$ cat config.mk
export PLATFORM = sky130hd
export DESIGN_NAME = regfile_2r1w
export DESIGN_NICKNAME = d
export VERILOG_FILES = /design/src/rtl/regfile_pkg.sv /design/src/rtl/regfile_read_port.sv /design/src/rtl/regfile_2r1w.sv
export SDC_FILE = /design/constraint.sdc
export NUM_CORES = 1
export LEC_CHECK = 0
export ABC_CLOCK_PERIOD_IN_PS = 5340
export CORE_MARGIN = 4
export CORE_UTILIZATION = 39
export DETAILED_ROUTE_END_ITERATION = 8
export HOLD_SLACK_MARGIN = 0.1
export PLACE_DENSITY_LB_ADDON = 0.2
export REMOVE_ABC_BUFFERS = 1
export SLEW_MARGIN = 20
export SYNTH_ARGS = -nofsm -noshare
export SYNTH_HDL_FRONTEND = slang
export SYNTH_HIERARCHICAL = 1
export SYNTH_SLANG_ARGS = --single-unit
$ cat constraint.sdc
create_clock -name clk -period 5.34 [get_ports clk]
set_input_delay 0.801 -clock clk [delete_from_list [all_inputs] [get_ports clk]]
set_output_delay 0.801 -clock clk [all_outputs]
set_load 0.05 [all_outputs]
$ cat src/rtl/regfile_pkg.sv
// Shared defaults and helpers for the 2-read/1-write register file.
package regfile_pkg;

  localparam int REGFILE_WIDTH_DEF = 15;
  localparam int REGFILE_DEPTH_DEF = 8;

  // Ceiling log2; callers guarantee value >= 2 so the result is at least 1.
  function automatic int clog2(input int value);
    int result;
    result = 0;
    for (int i = 0; i < 31; i++) begin
      if ((1 << i) < value) result = i + 1;
    end
    return result;
  endfunction

endpackage

$ cat src/rtl/regfile_read_port.sv
// One registered read port: range check, write bypass, array mux, output regs.
// REGFILE_ZERO_REG_EN forces address 0 to read as zero, bypass included.
module regfile_read_port
  import regfile_pkg::*;
#(
  parameter int WIDTH = REGFILE_WIDTH_DEF,
  parameter int DEPTH = REGFILE_DEPTH_DEF,
  parameter int AW    = clog2(DEPTH)
) (
  input  logic                         clk,
  input  logic                         rst,
  input  logic                         re,
  input  logic [AW-1:0]                ra,
  input  logic                         we,
  input  logic [AW-1:0]                wa,
  input  logic [WIDTH-1:0]             wd,
  input  logic [DEPTH-1:0][WIDTH-1:0]  mem,
  output logic [WIDTH-1:0]             rd,
  output logic                         rv
);

  logic             in_range;
  logic             is_zero;
  logic             bypass_hit;
  logic [WIDTH-1:0] rd_next;
  logic [WIDTH-1:0] rd_reg;
  logic             rv_reg;

  // One extra bit so DEPTH itself is representable when DEPTH is a power of two.
  assign in_range   = ({1'b0, ra} < (AW+1)'(DEPTH));
  assign bypass_hit = we && (wa == ra);

`ifdef REGFILE_ZERO_REG_EN
  assign is_zero = (ra == '0);
`else
  assign is_zero = 1'b0;
`endif

  always_comb begin
    rd_next = mem[ra];
    if (!in_range || is_zero) begin
      rd_next = '0;
    end else if (bypass_hit) begin
      rd_next = wd;
    end
  end

  always_ff @(posedge clk or posedge rst) begin
    if (rst) begin
      rd_reg <= '0;
      rv_reg <= 1'b0;
    end else begin
      rv_reg <= re;
      if (re) rd_reg <= rd_next;
    end
  end

  assign rd = rd_reg;
  assign rv = rv_reg;

endmodule

$ cat src/rtl/regfile_2r1w.sv
// DEPTH x WIDTH register file, two registered read ports with bypass, one write port.
// Define REGFILE_ZERO_REG_EN to hardwire entry 0 to zero.
module regfile_2r1w
  import regfile_pkg::*;
#(
  parameter  int WIDTH = REGFILE_WIDTH_DEF,
  parameter  int DEPTH = REGFILE_DEPTH_DEF,
  localparam int AW    = clog2(DEPTH)
) (
  input  logic             clk,
  input  logic             rst,
  input  logic             re1,
  input  logic [AW-1:0]    ra1,
  input  logic             re2,
  input  logic [AW-1:0]    ra2,
  input  logic             we,
  input  logic [AW-1:0]    wa,
  input  logic [WIDTH-1:0] wd,
  output logic [WIDTH-1:0] rd1,
  output logic [WIDTH-1:0] rd2,
  output logic             rv1,
  output logic             rv2
);

`ifdef REGFILE_ZERO_REG_EN
  localparam int FIRST_ENTRY = 1;
`else
  localparam int FIRST_ENTRY = 0;
`endif

  logic [DEPTH-1:0][WIDTH-1:0] mem;

  generate
    if (FIRST_ENTRY == 1) begin : g_zero_entry
      assign mem[0] = '0;
    end

    // Out-of-range write addresses match no entry, so they drop naturally.
    for (genvar gi = FIRST_ENTRY; gi < DEPTH; gi++) begin : g_entry
      logic [WIDTH-1:0] entry_reg;
      logic             wr_en;

      assign wr_en = we && (wa == AW'(gi));

      always_ff @(posedge clk or posedge rst) begin
        if (rst) begin
          entry_reg <= '0;
        end else if (wr_en) begin
          entry_reg <= wd;
        end
      end

      assign mem[gi] = entry_reg;
    end
  endgenerate

  regfile_read_port #(.WIDTH(WIDTH), .DEPTH(DEPTH), .AW(AW)) u_port1 (
    .clk (clk),
    .rst (rst),
    .re  (re1),
    .ra  (ra1),
    .we  (we),
    .wa  (wa),
    .wd  (wd),
    .mem (mem),
    .rd  (rd1),
    .rv  (rv1)
  );

  regfile_read_port #(.WIDTH(WIDTH), .DEPTH(DEPTH), .AW(AW)) u_port2 (
    .clk (clk),
    .rst (rst),
    .re  (re2),
    .ra  (ra2),
    .we  (we),
    .wa  (wa),
    .wd  (wd),
    .mem (mem),
    .rd  (rd2),
    .rv  (rv2)
  );

endmodule

==> flow_summary_export.csv <==
group,metric,value,unit
global_routing,grt_pass1_vias,5281,
timing,hold_viol_final,0,
clock_network,cts_hold_buffers,0,
synthesis,synth_warnings,6,
setup_path,arrival,3110,ps
hold_path,hold_path_class,"register to register",
finish,final_cell_mix,"152 x dfrtp_1, 117 x mux2_2, 58 x clkdlybuf4s50_1, 48 x mux4_2, 26 x inv_1",
route,ant_nets,0,
finish,largest_reg_flops,120,
floorplan,start_util,0.402,
global_routing,gr-total-overflow,0,
synthesis,synth_edf_count,0,
finish,drive_above_1_share,0.405,
floorplan,dieArea,0.0227,sq mm
finish,area_growth_syn_to_layout,16.7,%
setup_path,cp-start-kind,"input port",
clock_network,postCtsResizedCells,0,
synthesis,ys_seq_elements,152,
floorplan,io_pins,61,
global_routing,grt_pass1_wl,31800,um
finish,final_util,0.469,
synthesis,synth_cell_types,27,
hold_path,min_from,"g_entry[3].entry_reg[10]",
route,dr.pass1.iters,4,
setup_path,worstReg2RegStart,"g_entry[4].entry_reg[0]",
timing,fin_crit,2810,ps
setup_path,reg2reg_slack,3760,ps
setup_path,path_class,"input port to register",
run,drv_cap,0,
clock_network,cts-root-buf,"clkbuf_16",
clock_network,clk-insertion-delay-late,420,ps
global_routing,antenna_found_initial,0,
pwr,peakVddDrop,211,uV
timing,setup_viol,0,
floorplan,die_h,151,um
pwr,leakage,3.88,nW
hold_path,whs_endpoint,"g_entry[3].entry_reg[10]",
synthesis,async_flop_share,1.00,
place,hpwl,12400,um
route,routed_wl,20500,um
timing,rsz0062_at_grt,"no",
clock_network,htree_levels,4,
route,viasPerCell,5.75,
finish,layout_commonest_cell,"dfrtp_1",
route,drtIter0Drc,315,
finish,fin_nets,589,
pwr,p_total,0.00379,W
timing,fin_tns_setup,0,ps
global_routing,grt_use_total,0.191,
setup_path,rr_worst_depth,3,
floorplan,coreArea,0.0197,sq mm
setup_path,cp-end-kind,"register",
global_routing,grt_max_degree,55,
place,globalplace.congestion,0.767,
synthesis,ys_seq_area_frac,0.480,
timing,fmax,355,MHz
outcome,status,"completed",
timing,fin_skew,5.65,ps
floorplan,row_count,51,
synthesis,synthFlopType,"dfrtp_1",
clock_network,post_cts_buffers,0,
timing,whs,513,ps
floorplan,die_width,151,um
setup_path,r2r-end,"u_port2/rd[0]",
synthesis,netlist_area,0.00792,sq mm
synthesis,synthCells,510,
timing,maxSlewViolCount,0,
setup_path,cp_max_fo,15,
synthesis,avgSynthCellArea,15.5,sq um
clock_network,clk_path_buf_depth,2,
hold_path,hold_depth,1,
route,avgRoutedWirePerCell,24.5,um
finish,stdcell_count,838,
pwr,p_per_area,410,mW/mm^2
finish,regArea,0.00380,sq mm
clock_network,clock_sinks,152,
place,dp_cells,806,
clock_network,cts_buffers,17,
place,io_buffers,60,
clock_network,cts_tree,"built",
clock_network,clk_pin_slew,60,ps
timing,slew_headroom,0.283,
finish,multi_input_area,0.00374,sq mm
route,via_count,4815,
route,drc,0,
timing,fin_crit_sh,0.527,
timing,worstMarginPinSlew,1080,ps
finish,num-fill-cells,1696,
finish,n_antenna_cell,0,
setup_path,required,5640,ps
-- power breakdown --
part	internal, W	leakage (nW)	switching (W)
Sequential	0.00141	1.81	0.000183
Clock	0.000708	0.280	0.000484
Combinational	0.000532	1.78	0.000478
-- layer usage --
metal  global-route usage  up-vias  wire, um
li1                     -     2064         -
met2                0.299      139      9640
met5                    0        -         0
met1                0.274     2594      9350
met4               0.0435        0       169
met3               0.0424       18      1360
-- stage by stage --
| stage | area, sq um | setup slack (ps) |
|---|---|---|
| floorplan | 7620 | 1350 |
| global placement | 8660 | 2170 |
| detailed placement | 8660 | 2140 |
| CTS | 9250 | 2570 |
| global route | 9250 | 2460 |
| finish | 9250 | 2530 |
-- cells in the mapped netlist (9+ instances only) --
cell | count | area [sq um]
a221oi_1 | 22 | 193
buf_2 | 13 | 65.1
buf_6 | 9 | 101
clkbuf_1 | 10 | 37.5
dfrtp_1 | 152 | 3800
inv_1 | 27 | 101
mux2_2 | 117 | 1320
mux2_4 | 10 | 150
mux2i_1 | 22 | 220
mux4_1 | 12 | 315
mux4_2 | 48 | 1080
nor2_1 | 22 | 82.6
-- how the worst max path moves through the flow --
stage / startpoint / to / cells after the start
2_1_floorplan: rst / g_entry[0].entry_reg[0] / 1
3_3_place_gp: wa[0] / g_entry[5].entry_reg[8] / 3
3_5_place_dp: wa[0] / g_entry[5].entry_reg[14] / 3
4_1_cts: wa[0] / g_entry[5].entry_reg[10] / 3
5_1_grt: wa[2] / u_port1/rd[3] / 4
6_report: wa[0] / g_entry[5].entry_reg[5] / 3
-- cell type report --
type	instances	area share
Clock inverter	13	0.0139
Inverter	27	0.0112
Clock buffer	19	0.0490
Multi-Input combinational cell	290	0.405
Sequential cell	152	0.411
Tap cell	265	0.0359
Timing Repair Buffer	72	0.0736
-- logic make-up after synthesis --
kind of cell | after synthesis | synth area share
AOI/OAI and AO/OA | 32 | 0.0366
xor gates and xnor gates | 6 | 0.00663
buffers and inverters | 68 | 0.0512
DFF | 152 | 0.480
muxes | 210 | 0.391
and+or+nand+nor | 42 | 0.0349
-- worst max-delay path, cell delays in order --
cell,delay (ps)
clkdlybuf4s50_1,840
nand4b_2,890
mux2_2,570
No activity file was read; power rests on OpenSTA's default activity.
